$ cat src/rtl/cpu68k_bus_master.sv
// 68k-style bus initiator: one request -> setup, strobe until dtack or timeout, recover, done pulse.
// Define DTACK_SYNC_EN to pass dtack through a 2-flop synchronizer (adds 2 cycles of ack latency).
module cpu68k_bus_master #(
    parameter int SETUP_CYCLES    = 1,
    parameter int TIMEOUT_CYCLES  = 16,
    parameter int RECOVERY_CYCLES = 1
) (
    input  logic       clk,
    input  logic       rst,
    input  logic       req,
    input  logic       req_rw,
    input  logic [7:0] req_wdata,
    output logic       req_ready,
    output logic       done,
    output logic       rsp_err,
    output logic [7:0] rsp_rdata,
    output logic       cs,
    output logic       ds,
    output logic       rw,
    output logic [7:0] data_out,
    output logic       data_oe,
    input  logic [7:0] data_in,
    input  logic       dtack
);

    localparam int TMAX0 = (TIMEOUT_CYCLES > SETUP_CYCLES) ? TIMEOUT_CYCLES : SETUP_CYCLES;
    localparam int TMAX  = (TMAX0 > RECOVERY_CYCLES) ? TMAX0 : RECOVERY_CYCLES;
    localparam int TW    = $clog2(TMAX + 1);

    typedef enum logic [1:0] {IDLE, SETUP, STROBE, RECOVER} state_t;

    state_t        state, state_nxt;
    logic [TW-1:0] timer, timer_nxt, timer_inc;
    logic          err, err_nxt;
    logic          cs_nxt, ds_nxt, rw_nxt, data_oe_nxt, done_nxt, rsp_err_nxt;
    logic [7:0]    data_out_nxt, rsp_rdata_nxt;
    logic          dtack_s;

`ifdef DTACK_SYNC_EN
    logic [1:0] dtack_sync;

    // Idle-high reset value so a fresh reset never looks like an acknowledge.
    always_ff @(posedge clk or posedge rst) begin
        if (rst) dtack_sync <= 2'b11;
        else     dtack_sync <= {dtack_sync[0], dtack};
    end

    assign dtack_s = dtack_sync[1];
`else
    assign dtack_s = dtack;
`endif

    assign req_ready = (state == IDLE);
    assign timer_inc = (timer == {TW{1'b1}}) ? timer : timer + 1'b1;

    always_ff @(posedge clk or posedge rst) begin
        if (rst) begin
            state     <= IDLE;
            timer     <= '0;
            err       <= 1'b0;
            cs        <= 1'b0;
            ds        <= 1'b0;
            rw        <= 1'b1;
            data_out  <= 8'h00;
            data_oe   <= 1'b0;
            done      <= 1'b0;
            rsp_err   <= 1'b0;
            rsp_rdata <= 8'h00;
        end else begin
            state     <= state_nxt;
            timer     <= timer_nxt;
            err       <= err_nxt;
            cs        <= cs_nxt;
            ds        <= ds_nxt;
            rw        <= rw_nxt;
            data_out  <= data_out_nxt;
            data_oe   <= data_oe_nxt;
            done      <= done_nxt;
            rsp_err   <= rsp_err_nxt;
            rsp_rdata <= rsp_rdata_nxt;
        end
    end

    always_comb begin
        state_nxt     = state;
        timer_nxt     = timer;
        err_nxt       = err;
        cs_nxt        = cs;
        ds_nxt        = ds;
        rw_nxt        = rw;
        data_out_nxt  = data_out;
        data_oe_nxt   = data_oe;
        done_nxt      = 1'b0;
        rsp_err_nxt   = rsp_err;
        rsp_rdata_nxt = rsp_rdata;

        case (state)
            IDLE: begin
                if (req) begin
                    state_nxt    = SETUP;
                    timer_nxt    = '0;
                    cs_nxt       = 1'b1;
                    rw_nxt       = req_rw;
                    data_out_nxt = req_wdata;
                    data_oe_nxt  = ~req_rw;
                end
            end
            SETUP: begin
                if (timer >= TW'(SETUP_CYCLES - 1)) begin
                    state_nxt = STROBE;
                    timer_nxt = '0;
                    ds_nxt    = 1'b1;
                end else begin
                    timer_nxt = timer_inc;
                end
            end
            STROBE: begin
                // An acknowledge on the timeout edge still counts as success.
                if (!dtack_s || timer >= TW'(TIMEOUT_CYCLES - 1)) begin
                    state_nxt   = RECOVER;
                    timer_nxt   = '0;
                    ds_nxt      = 1'b0;
                    cs_nxt      = 1'b0;
                    data_oe_nxt = 1'b0;
                    rw_nxt      = 1'b1;
                    err_nxt     = dtack_s;
                    if (!dtack_s && rw) rsp_rdata_nxt = data_in;
                end else begin
                    timer_nxt = timer_inc;
                end
            end
            RECOVER: begin
                if (timer >= TW'(RECOVERY_CYCLES - 1) && dtack_s) begin
                    state_nxt   = IDLE;
                    done_nxt    = 1'b1;
                    rsp_err_nxt = err;
                end else if (timer >= TW'(TIMEOUT_CYCLES - 1)) begin
                    state_nxt   = IDLE;
                    done_nxt    = 1'b1;
                    rsp_err_nxt = 1'b1;
                end else begin
                    timer_nxt = timer_inc;
                end
            end
            default: state_nxt = IDLE;
        endcase
    end

endmodule

$ cat config.mk
export PLATFORM = sky130hd
export DESIGN_NAME = cpu68k_bus_master
export DESIGN_NICKNAME = d
export VERILOG_FILES = /design/src/rtl/cpu68k_bus_master.sv
export SDC_FILE = /design/constraint.sdc
export NUM_CORES = 1
export LEC_CHECK = 0
export ABC_AREA = 1
export BUFFER_PORTS_ARGS = -buffer_cell sky130_fd_sc_hd__buf_4
export CAP_MARGIN = 20
export CORE_MARGIN = 1.5
export CORE_UTILIZATION = 45
export DETAILED_ROUTE_END_ITERATION = 12
export PLACE_DENSITY = 0.74
export SLEW_MARGIN = 20
export SYNTH_ARGS = -nofsm -noshare
export SYNTH_HDL_FRONTEND = slang
export SYNTH_SLANG_ARGS = --single-unit
export TNS_END_PERCENT = 10
$ cat constraint.sdc
create_clock -name clk -period 1.4 [get_ports clk]
set_clock_uncertainty 0.1 [all_clocks]
set_input_delay 0.07 -clock clk [delete_from_list [all_inputs] [get_ports clk]]
set_output_delay 0.07 -clock clk [all_outputs]
set_load 0.02 [all_outputs]
==> summary.md <==
| Metric | Value |
|---|---|
| Outcome | complete, but fails checks |
| Failing checks | setup timing |
| 1st-pass router iterations | 4 |
| Pwr Density | roughly 2100 mW/mm^2 |
| R2r endpoint | rw |
| Minimum clock period | about 1.5 ns |
| Total CTS buffers | 5 |
| Vias in the first global route | between 1,000 and 1,500 |
| Final core occ | 0.755 |
| Layout cell share with drive strength beyond 1 | 0.480 |
| RSZ-0062 raised after global routing | true |
| Mapped Avg Cell Area | about 10 sq um |
| Vias | roughly 1,300 |
| Cell Area, Synth | around 0.0014 sq mm |
| Final worst setup slack | -0.103 ns |
| Max VDD drop | 1.17 mV |
| Largest net degree at the start of global routing | 31 |
| Later-pin clock latency in the skew report | approximately 0.33 ns |
| R2R setup slack | -0.10 ns |
| # diodes | 0 |
| Synthesis warning total | 0 |
| Routed len/inst | around 14 um |
| Wire length of the first global-routing pass | roughly 6 mm |
| R2R depth | 8 |
| # DRC | 0 |
| Initial drt markers | 67 |
| Antenna violations before repair | 0 |
| FMAX | roughly 670 MHz |
| Part of the cycle the worst path needs | 1.07 |
| Final setup viols | 13 |
| CTS H-tree depth | 2 |
| DIE AREA | 0.00351 sq mm |
| WL final | ~3.7 mm |
| Most frequent cells in the layout | 58 x buf_4, 31 x nand2_1, 28 x dfrtp_1 |
| IO buf count | 43 |
| CP startpoint kind | flip-flop |
| CP required | between 1.5 and 2 ns |
| Inst Count DP | ~250 |
| Yosys cell types | 19 |
| HP Class | input port to flip-flop |
| Worst Tran Pin Value | between 0.3 and 0.4 ns |
| Crit-path max FO | 5 |
| Clock slew at reported path FFs | approximately 0.11 ns |
| Core area | between 0.003 and 0.004 sq mm |
| Worst reg2reg path startpoint | timer[0] |
| Leading cell type in the layout, fill and taps excluded | buf_4 |
| Final non-filler cell total | ~270 |
| Post-DP HPWL | 2.48 mm |
| Hold path depth | 3 |
| Antenna Nets Post-Route | 0 |
| CTS tree | built |
| Clock Tree Root | clkbuf_4 |
| Min-delay src | req |
| Clock buffer depth | 2 |
| Number of max-cap violations | 0 |
| Vias per inst | about 4.8 |
| WP data arrival | roughly 1.7 ns |
| Post CTS Setup Buffer Count | 0 |
| Critical Setup Path Class | flip-flop to flip-flop |
| Ports | 44 |
| Nets | roughly 250 |
| P_leak | around 1.2 nW |
| Fin. max-slew vios | 0 |
| Row cnt | 20 |
| Gr ovfl total | 0 |
| #FFs+latches synth | 30 |
| Worst hold endpoint | data_out[5] |
| Die W | 59.3 um |
| Slew headroom | 0.744 |
| Post-Syn Instances | about 140 |
| Gp weighted congestion | between 0.8 and 0.9 |
| Hold Vio Cnt, Final | 0 |
| Syn nets | roughly 170 |
| Seq/Total Area, Yosys | 0.528 |
| Clk sinks | 30 |
| P&R area growth vs syn | 60.4% |
| DIE HEIGHT | a little under 60 um |
| CP Capture Type | flip-flop |
| Starting Density | 0.471 |
| Overall routing resource usage | 0.231 |
| Setup TNS | -0.794 ns |
[metrics by stage]
stage	cell area [sq um]	worst slack (ns)	hold slack [ns]	power (mW)
after CTS	2260	-0.0889	0.0856	4.60
after global placement	1980	-0.0626	0.0705	3.86
after detailed placement	1980	-0.0793	0.0750	3.96
after global routing	2290	-0.178	0.0776	4.98
after floorplan	1470	-0.0256	0.0601	2.90
final	2290	-0.103	0.0848	4.70
[synthesized netlist by cell type (all sizes together)]
master / number / area (sq um)
a21oi: 2 / 21.3
a22o: 1 / 8.76
dfrtp: 29 / 726
dfstp: 1 / 26.3
ha: 5 / 62.6
inv: 18 / 67.6
mux2: 16 / 180
nand2: 38 / 155
nand3: 11 / 65.1
nand4: 3 / 18.8
nor2: 12 / 52.6
o21ai: 5 / 25.0
o21bai: 1 / 7.51
xor2: 1 / 8.76
[flip-flops by register name, summed over array words and instances, names as in the netlist]
signal / cells
rw: 1
rsp_rdata: 8
rsp_err: 1
data_out: 8
cs: 1
done: 1
state: 2
data_oe: 1
timer: 5
err: 1
ds: 1
[kinds of logic (layout without fill, tap and decap cells)]
family / count (synthesis) / after routing / share of synthesized area
compound gates: 9 / 9 / 0.0439
xor+xnor: 1 / 1 / 0.00615
fa+ha+maj: 5 / 5 / 0.0439
buf+inv: 18 / 104 / 0.0474
flops: 30 / 30 / 0.528
mux: 16 / 16 / 0.126
simple gates: 64 / 64 / 0.205
[layer usage]
metal	up-vias	GRT usage	part of all wire
li1	632	-	-
met1	622	0.271	0.39
met2	49	0.400	0.54
met3	5	0.0655	0.059
met4	0	0.0812	0.015
met5	-	0	0
[area by class of cell]
| class | instances | area [sq um] |
|---|---|---|
| sequential | 30 | 753 |
| fill | 189 | 742 |
| multi-input combinational | 95 | 698 |
| timing repair buffer | 78 | 646 |
| inverter | 18 | 70.1 |
| tap | 44 | 55.1 |
| clock buffer | 6 | 51.3 |
| clock inverter | 2 | 12.5 |
[where the power goes]
part           switching [mW]  total [mW]  internal, mW
combinational            1.35        2.60          1.25
clock                   0.330       0.571         0.241
sequential              0.263        1.53          1.27
[worst max path at each step]
| stage | start | to | slack, ns | depth (start not counted) |
|---|---|---|---|---|
| floorplan | state[0] | rsp_rdata[0] | -0.03 | 6 |
| global placement | timer[2] | rsp_err | -0.06 | 8 |
| detailed placement | timer[2] | rsp_err | -0.08 | 8 |
| CTS | timer[1] | timer[2] | -0.09 | 8 |
| global route | timer[1] | timer[0] | -0.18 | 9 |
| finish | timer[0] | rw | -0.10 | 8 |
[repair_timing]
action,CTS,global route
pin swaps,4,2
hold buffers,19,0
resized for setup,7,7
endpoints found under the setup margin,29,30
hold endpoints to repair,48,0
[worst max-delay path, cell delays in order, from the launching register on]
cell and delay [ns]:
dfrtp_1 0.43, ha_4 0.19, nand3_2 0.08, nand2_2 0.07
nor2_4 0.11, nand3_2 0.12, nand3_2 0.14, nand2_1 0.06
o21ai_1 0.12
No activity file was read; power rests on OpenSTA's default activity.
